**src/rtl/sump_cmd_parser.sv**
```systemverilog
// SUMP/OLS command framer: turns UART RX bytes into one strobed, classified command
// per short (opcode only) or long (opcode + DATA_BYTES payload) command.
module sump_cmd_parser #(
  parameter int unsigned DATA_BYTES     = 4,
  parameter int unsigned NUM_STAGES     = 4,
  parameter int unsigned TIMEOUT_CYCLES = 100000
) (
  input  logic                    clk_i,
  input  logic                    rst_in,
  input  logic [7:0]              rx_data_i,
  input  logic                    rx_stb_i,
  output logic                    cmd_stb_o,
  output logic [7:0]              opcode_o,
  output logic [8*DATA_BYTES-1:0] cmd_data_o,
  output logic [1:0]              stage_o,
  output logic                    unknown_o,
  output logic                    soft_rst_o,
  output logic                    err_timeout_o,
  output logic                    busy_o
);

  localparam int unsigned DW = 8 * DATA_BYTES;
  localparam int unsigned BW = (DATA_BYTES > 1) ? $clog2(DATA_BYTES) : 1;
  localparam int unsigned TW = (TIMEOUT_CYCLES > 1) ? $clog2(TIMEOUT_CYCLES) : 1;
  localparam logic [BW-1:0] LAST_BYTE = BW'(DATA_BYTES - 1);
  localparam logic [TW-1:0] TO_LAST   = (TIMEOUT_CYCLES == 0) ? '0 : TW'(TIMEOUT_CYCLES - 1);
  localparam bit            TO_EN     = (TIMEOUT_CYCLES != 0);

  typedef enum logic {IDLE, PAYLOAD} state_t;

  state_t          state;
  logic [7:0]      pend_op;
  logic [DW-1:0]   shadow;
  logic [BW-1:0]   byte_cnt;
  logic [TW-1:0]   to_cnt;

  logic [7:0]      cls_op_c;
  logic            trig_c;
  logic            known_c;
  logic [DW-1:0]   next_data_c;

  // Classify whichever opcode is about to be emitted (live byte for short, latched for long)
  always_comb begin
    cls_op_c = (state == IDLE) ? rx_data_i : pend_op;
    trig_c   = (cls_op_c[7:4] == 4'hC) && (cls_op_c[1:0] != 2'b11) &&
               (32'(cls_op_c[3:2]) < NUM_STAGES);
    case (cls_op_c)
      8'h00, 8'h01, 8'h02, 8'h04, 8'h05, 8'h06, 8'h0F, 8'h11, 8'h13,
      8'h80, 8'h81, 8'h82, 8'h9E, 8'h9F: known_c = 1'b1;
      default:                           known_c = trig_c;
    endcase
  end

  // Shadow payload with the incoming byte merged into its slot
  always_comb begin
    next_data_c = shadow;
    next_data_c[8*byte_cnt +: 8] = rx_data_i;
  end

  always_ff @(posedge clk_i or negedge rst_in) begin
    if (!rst_in) begin
      state         <= IDLE;
      pend_op       <= '0;
      shadow        <= '0;
      byte_cnt      <= '0;
      to_cnt        <= '0;
      cmd_stb_o     <= 1'b0;
      opcode_o      <= '0;
      cmd_data_o    <= '0;
      stage_o       <= '0;
      unknown_o     <= 1'b0;
      soft_rst_o    <= 1'b0;
      err_timeout_o <= 1'b0;
      busy_o        <= 1'b0;
    end else begin
      cmd_stb_o     <= 1'b0;
      soft_rst_o    <= 1'b0;
      err_timeout_o <= 1'b0;
      case (state)
        IDLE: begin
          if (rx_stb_i) begin
            if (!rx_data_i[7]) begin
              cmd_stb_o  <= 1'b1;
              opcode_o   <= rx_data_i;
              cmd_data_o <= '0;
              unknown_o  <= !known_c;
              stage_o    <= trig_c ? rx_data_i[3:2] : 2'd0;
              soft_rst_o <= (rx_data_i == 8'h00);
            end else begin
              state    <= PAYLOAD;
              pend_op  <= rx_data_i;
              shadow   <= '0;
              byte_cnt <= '0;
              to_cnt   <= '0;
              busy_o   <= 1'b1;
            end
          end
        end
        PAYLOAD: begin
          if (rx_stb_i) begin
            shadow <= next_data_c;
            to_cnt <= '0;
            if (byte_cnt == LAST_BYTE) begin
              state      <= IDLE;
              busy_o     <= 1'b0;
              cmd_stb_o  <= 1'b1;
              opcode_o   <= pend_op;
              cmd_data_o <= next_data_c;
              unknown_o  <= !known_c;
              stage_o    <= trig_c ? pend_op[3:2] : 2'd0;
            end else begin
              byte_cnt <= byte_cnt + BW'(1);
            end
          end else if (TO_EN && (to_cnt == TO_LAST)) begin
            // Host went quiet mid-command: drop the partial command
            state         <= IDLE;
            busy_o        <= 1'b0;
            err_timeout_o <= 1'b1;
          end else if (TO_EN) begin
            to_cnt <= to_cnt + TW'(1);
          end
        end
        default: state <= IDLE;
      endcase
    end
  end

endmodule

```
**config.mk**
```make
export PLATFORM = sky130hd
export DESIGN_NAME = sump_cmd_parser
export DESIGN_NICKNAME = d
export VERILOG_FILES = /design/src/rtl/sump_cmd_parser.sv
export SDC_FILE = /design/constraint.sdc
export NUM_CORES = 1
export LEC_CHECK = 0
export CAP_MARGIN = 10
export CORE_MARGIN = 4
export CORE_UTILIZATION = 60
export DETAILED_ROUTE_END_ITERATION = 10
export GPL_TIMING_DRIVEN = 0
export PLACE_DENSITY_LB_ADDON = 0.25
export SYNTH_ARGS = -nofsm -noshare
export SYNTH_HDL_FRONTEND = slang
export SYNTH_SLANG_ARGS = --single-unit
```
**constraint.sdc**
```tcl
create_clock -name clk_i -period 3.3 [get_ports clk_i]
set_input_delay 0.495 -clock clk_i [delete_from_list [all_inputs] [get_ports clk_i]]
set_output_delay 0.495 -clock clk_i [all_outputs]
set_load 0.03 [all_outputs]
```
Yosys cells after proc, flatten, opt, wreduce, memory -nomap -nowiden
Cells that the tools add are included.
- add/subtract/negate cells: 3
- equal/unequal tests: 26
- shift-type cells: 2
- multiplexer cells: 62
- bitwise logic cells: 1
- reductions and logical operators: 11
- operator list (operator ; count):
    $mux 32 ; 7
    $pmux 32 s2 ; 2
    $mux 17 ; 4
    $eq 8x8->1 const B ; 5
    $mux 8 ; 5
    $neg 5->34 ; 1
    $pmux 17 s2 ; 1
    $shift 8x34->32 const A ; 1
    $shiftx 8x34->32 ; 1
    $bwmux 32 ; 1
    $mux 1 ; 25
    $eq 8x3->1 const B ; 3
    $mux 2 ; 10
    $add 17x1->17 const B ; 1
    $eq 17x17->1 const B ; 1
    $eq 8x5->1 const B ; 2
    $logic_not 8->1 ; 2
    $pmux 8 s2 ; 1
    $reduce_or 14->1 ; 1
    $ne 2x2->1 const B ; 6
    $reduce_and 4->1 ; 3
    $reduce_and 3->1 ; 3
    $eq 8x1->1 const B ; 1
    $eq 8x2->1 const B ; 1
    12 further kinds ; 17
- bits in registers: 107
- bits of input ports: 11
- output and inout port bits: 47
- word-level logic and storage cells: 118

Depth between registers and ports, before layout
- depth in word-level cells: 8
- gate-level depth with buffers: 8

Least setup slack after synthesis
No wires, ideal clock.
- path kind: register -> register
- start: reg byte_cnt[0]
- end: reg cmd_data_o[14]
- arrival: 1.855 ns
- slack: 1.379 ns
- cell stages (with the launch flop): 8
- buffers on the path: 0
- path through: dfrtp_1 -> inv_1 -> ha_1 -> nand2_1 -> nor3_1 -> a22oi_1 -> o22ai_1 -> a22o_1
- cells in the longest elaborated chain, start to end: 6
- elaborated cells on any way between the ends: 10
- ends and longest elaborated chain (item ; RTL line ; text):
    from (decl) ; 34 ; logic [BW-1:0] byte_cnt;
    from (signal assigned) ; 112 ; byte_cnt <= byte_cnt + BW'(1);
    $neg 5->34 ; 57 ; next_data_c[8*byte_cnt +: 8] = rx_data_i;
    $shiftx 8x34->32 / $shift 8x34->32 (equally long branches) ; 57 ;
    $bwmux 32 ; 57 ;
    $mux 32 ; 103 ; if (byte_cnt == LAST_BYTE) begin
    $mux 32 ; 100 ; if (rx_stb_i) begin
    $pmux 32 s2 ; 79 ; case (state)
    to (signal assigned) ; 108 ; cmd_data_o <= next_data_c;
    to (decl) ; 14 ; output logic [8*DATA_BYTES-1:0] cmd_data_o,
Parallel ways exist; a longest one is shown, timed or not. The select of a mux whose other input is x is not followed.
A chain may end at the register's enable or synchronous reset.

Worst setup path in the final report
Ends and elaborated chain as after synthesis.

==> results.txt <==
Status = completed
PD cells = 670 mW/mm^2
Average wire per standard cell = 18.1 um
CP max stage cell = sky130_fd_sc_hd__nor3_1
Via count of the first global-routing pass = 4369
GR Util met3 = 3.82%
Worst-path fanout max = 8
Sequential share of power = 42.6%
Final wirelength = 12.8 mm
Portion of the post-synthesis area used by sequential elements = 52.7%
CP startpoint kind = register
Number of instances in the synthesized netlist = 537
Final ANT Viol Nets = 0
Worst slew pin tran = 937 ps
IO Count = 58
Clock tree buffer depth = 2
Placed instance area = 0.00576 mm^2
RSZ-0062 raised after global routing = no
Internal power consumption = 2460 uW
Design Power = 4000 uW
Number of antenna violations at the first check in global routing = 0
Placer Congestion = 0.924
Critical path capture point type = register
Maxcap violations = 0
Number of max-slew violations in the final report = 0
# Post-CTS Setup Buffers = 0
Starting density of the core = 61.8%
Number of clock buffers inserted by TritonCTS = 9
Die Wd = 100 um
Peak clock frequency supported by timing = 402 MHz
Headroom to the max-slew limit = 37.1%
Post-synth EDFFs = 0
WP data arrival = 2790 ps
Min-delay worst type = in -> async
Netlist cell types = 51
Buffers added on ports = 52
Worst setup skew after layout = 13.5 ps
Total overflow reported by the global router = 0
Peak VDD IR = 353 uV
Via count of the routed design = 4372
WS Path Type = reg -> reg
Warnings, synthesis = 0
Remaining DRCs = 0
Cell taking the most area after synthesis = sky130_fd_sc_hd__dfrtp_1
Design Area, Final = 0.00596 mm^2
Area share of the leading cell type in the synthesized netlist = 52.7%
Area of the core = 0.00822 mm^2
Endpoints failing setup = 0
Relative area change from synthesis to final layout = 17.3%
CTS tree = done
Global-route wire length before repair = 21.7 mm
Die Outline Area = 0.0100 mm^2
Hold buffer count at cts = 0
Leakage = 0.00249 uW
Share of power burned in the clock network = 20.4%
Busiest layer in global routing = met2
Post-route clock period utilization = 75.3%
CP delay by family, top = simple AND/OR/NAND/NOR gates
Combinational share of power = 37.0%
Clock edge transition at the registers on the reported setup and hold paths = 100 ps
# clock sinks = 107
Worst endpoint required time = 3610 ps
Number of hold-slack violations in the final timing report = 0
Die extent in y = 100 um
Syn nets = 555
Source-to-sink clock delay at the later pin of the worst-skew pair = 370 ps
Global-route total usage across every layer = 27.5%
DP Wirelength = 9.06 mm
Mean post-synth cell area = 9.46 um^2
Deepest level of the CTS H-tree = 3
Clock root buffer master = sky130_fd_sc_hd__clkbuf_8
ANT cells = 0
Proportion of synthesized flip-flops having asynchronous set or reset = 100%
Buffers and inverters on the worst path = 1
Pin count of the biggest net entering global routing = 73
Std-Cell Rows = 33
Sw Share = 38.4%
Cell Chain, Critical Path = inv_1 > ha_1 > nand2_1 > nor3_1 > a22oi_1 > o22ai_1 > a22o_1
Register bit total from synthesis = 107
Via-to-Cell Ratio = 6.15
Most frequently used flop master after synthesis = sky130_fd_sc_hd__dfrtp_1
Fraction of layout cells with a size suffix above 1 = 6.60%
Met2 routing resource usage after global routing = 43.9%
First-pass DRT Iterations = 5
Net count, final = 619
Total negative setup slack = 0 ps
Post-cts sizing count = 0
Psw = 1530 uW
Synth top area cells = sky130_fd_sc_hd__dfrtp_1 53%, sky130_fd_sc_hd__nand2_1 8.6%, sky130_fd_sc_hd__o21ai_0 7.8%, sky130_fd_sc_hd__a22o_1 3.4%, sky130_fd_sc_hd__xnor2_1 2.1%
Cell area after synthesis = 0.00508 mm^2
Detailed router's first-iteration violation count = 339
Final Critical Period = 2490 ps
Delay contributed by the slowest stage of the critical path = 720 ps
Met1 capacity usage during global routing = 38.4%
[synthesized netlist by cell type, drive strengths merged (5+ instances only)]
library cell    n
inv            16
nor2           21
dfrtp         107
a211oi          6
nor2b          12
buf             8
o22ai           5
nor4            8
nand2         116
nand3           9
mux2            8
mux2i           7
a22o           20
ha              7
nor3            6
o21ai          82
clkbuf         26
xnor2          12
a21oi          18
a31oi           9
[cell families (layout without fill, tap and decap cells)]
kind of cell / after synthesis / after routing / share of synthesized area, %
buffers and inverters: 51 / 120 / 4.24
AOI/OAI and AO/OA: 153 / 153 / 18.5
adders and majority gates: 7 / 7 / 1.72
and+or+nand+nor: 192 / 192 / 17.6
DFF: 107 / 107 / 52.7
muxes: 15 / 15 / 3.15
xor gates and xnor gates: 12 / 12 / 2.07
[power groups by stage]
| stage | logic [uW] | registers, uW | clock network, uW |
|---|---|---|---|
| 2_1_floorplan | 714 | 1930 | 0 |
| 3_3_place_gp | 1410 | 1710 | 0 |
| 3_5_place_dp | 1460 | 1730 | 0 |
| 4_1_cts | 1470 | 1700 | 823 |
| 5_1_grt | 1610 | 1730 | 888 |
| 6_report | 1480 | 1700 | 815 |
[through the flow]
stage / hold WS [ps] / utilization [%] / worst slack (ps) / cells
after detailed placement: 463 / 70.0 / 595 / 695
final: 80.0 / 72.5 / 814 / 711
after global placement: 454 / 69.7 / -2170 / 694
after CTS: 87.0 / 72.5 / 873 / 711
after global routing: 96.6 / 72.5 / 639 / 711
after floorplan: 199 / - / 1380 / 537
[sequential cells by signal, indices dropped and copies added, names as in the netlist]
signal	flops
err_timeout_o	1
busy_o	1
byte_cnt	2
stage_o	2
cmd_data_o	32
soft_rst_o	1
pend_op	8
state	1
to_cnt	17
unknown_o	1
shadow	32
opcode_o	8
cmd_stb_o	1
[layout by cell type, fill, tap and decap left out, types with 3 or more instances in the layout]
cell and count:
sky130_fd_sc_hd__buf_2 4, sky130_fd_sc_hd__xnor2_1 12, sky130_fd_sc_hd__nand2b_1 3, sky130_fd_sc_hd__ha_1 7, sky130_fd_sc_hd__a21oi_1 16, sky130_fd_sc_hd__a211oi_1 6
sky130_fd_sc_hd__nand4_1 3, sky130_fd_sc_hd__o22ai_1 5, sky130_fd_sc_hd__mux2i_1 7, sky130_fd_sc_hd__nor3_1 5, sky130_fd_sc_hd__nand2_1 116, sky130_fd_sc_hd__nor2b_1 12
sky130_fd_sc_hd__a22o_1 20, sky130_fd_sc_hd__nor2_1 20, sky130_fd_sc_hd__and2_1 3, sky130_fd_sc_hd__nor4_1 7, sky130_fd_sc_hd__o21ai_0 79, sky130_fd_sc_hd__a31oi_1 9
sky130_fd_sc_hd__clkbuf_1 27, sky130_fd_sc_hd__nand3_1 9, sky130_fd_sc_hd__inv_1 16, sky130_fd_sc_hd__o21ai_1 3, sky130_fd_sc_hd__mux2_2 8, sky130_fd_sc_hd__clkdlybuf4s50_1 51
sky130_fd_sc_hd__clkbuf_8 10, sky130_fd_sc_hd__dfrtp_1 107
[layout make-up]
class	instances	area, um^2
fill	622	2260
tap	105	131
sequential	107	2680
timing repair buffer	53	546
clock inverter	5	62.6
multi-input combinational	379	2190
clock buffer	11	141
inverter	17	63.8
buffer	34	151
[per-layer routing]
layer  share of wire (%)  wire (um)
met1                  42       5360
met5                   0          0
met3                 7.1        909
met2                  48       6140
met4                 3.3        424
[final timing paths]
check | start | end | slack, ps | cells after the start
setup reg to reg | byte_cnt[0]$_DFFE_PN0P_ | cmd_data_o[14]$_DFFE_PN0P_ | 810 | 7
hold / removal | rst_in | cmd_data_o[10]$_DFFE_PN0P_ | 80 | 1
hold reg to reg | shadow[25]$_DFFE_PN0P_ | shadow[25]$_DFFE_PN0P_ | 480 | 2
setup / recovery | byte_cnt[0]$_DFFE_PN0P_ | cmd_data_o[14]$_DFFE_PN0P_ | 810 | 7
min in group clk_i | shadow[25]$_DFFE_PN0P_ | shadow[25]$_DFFE_PN0P_ | 480 | 2
max in group asynchronous | rst_in | shadow[27]$_DFFE_PN0P_ | 2490 | 2
Note: power is estimated with default switching activity, not from simulation.
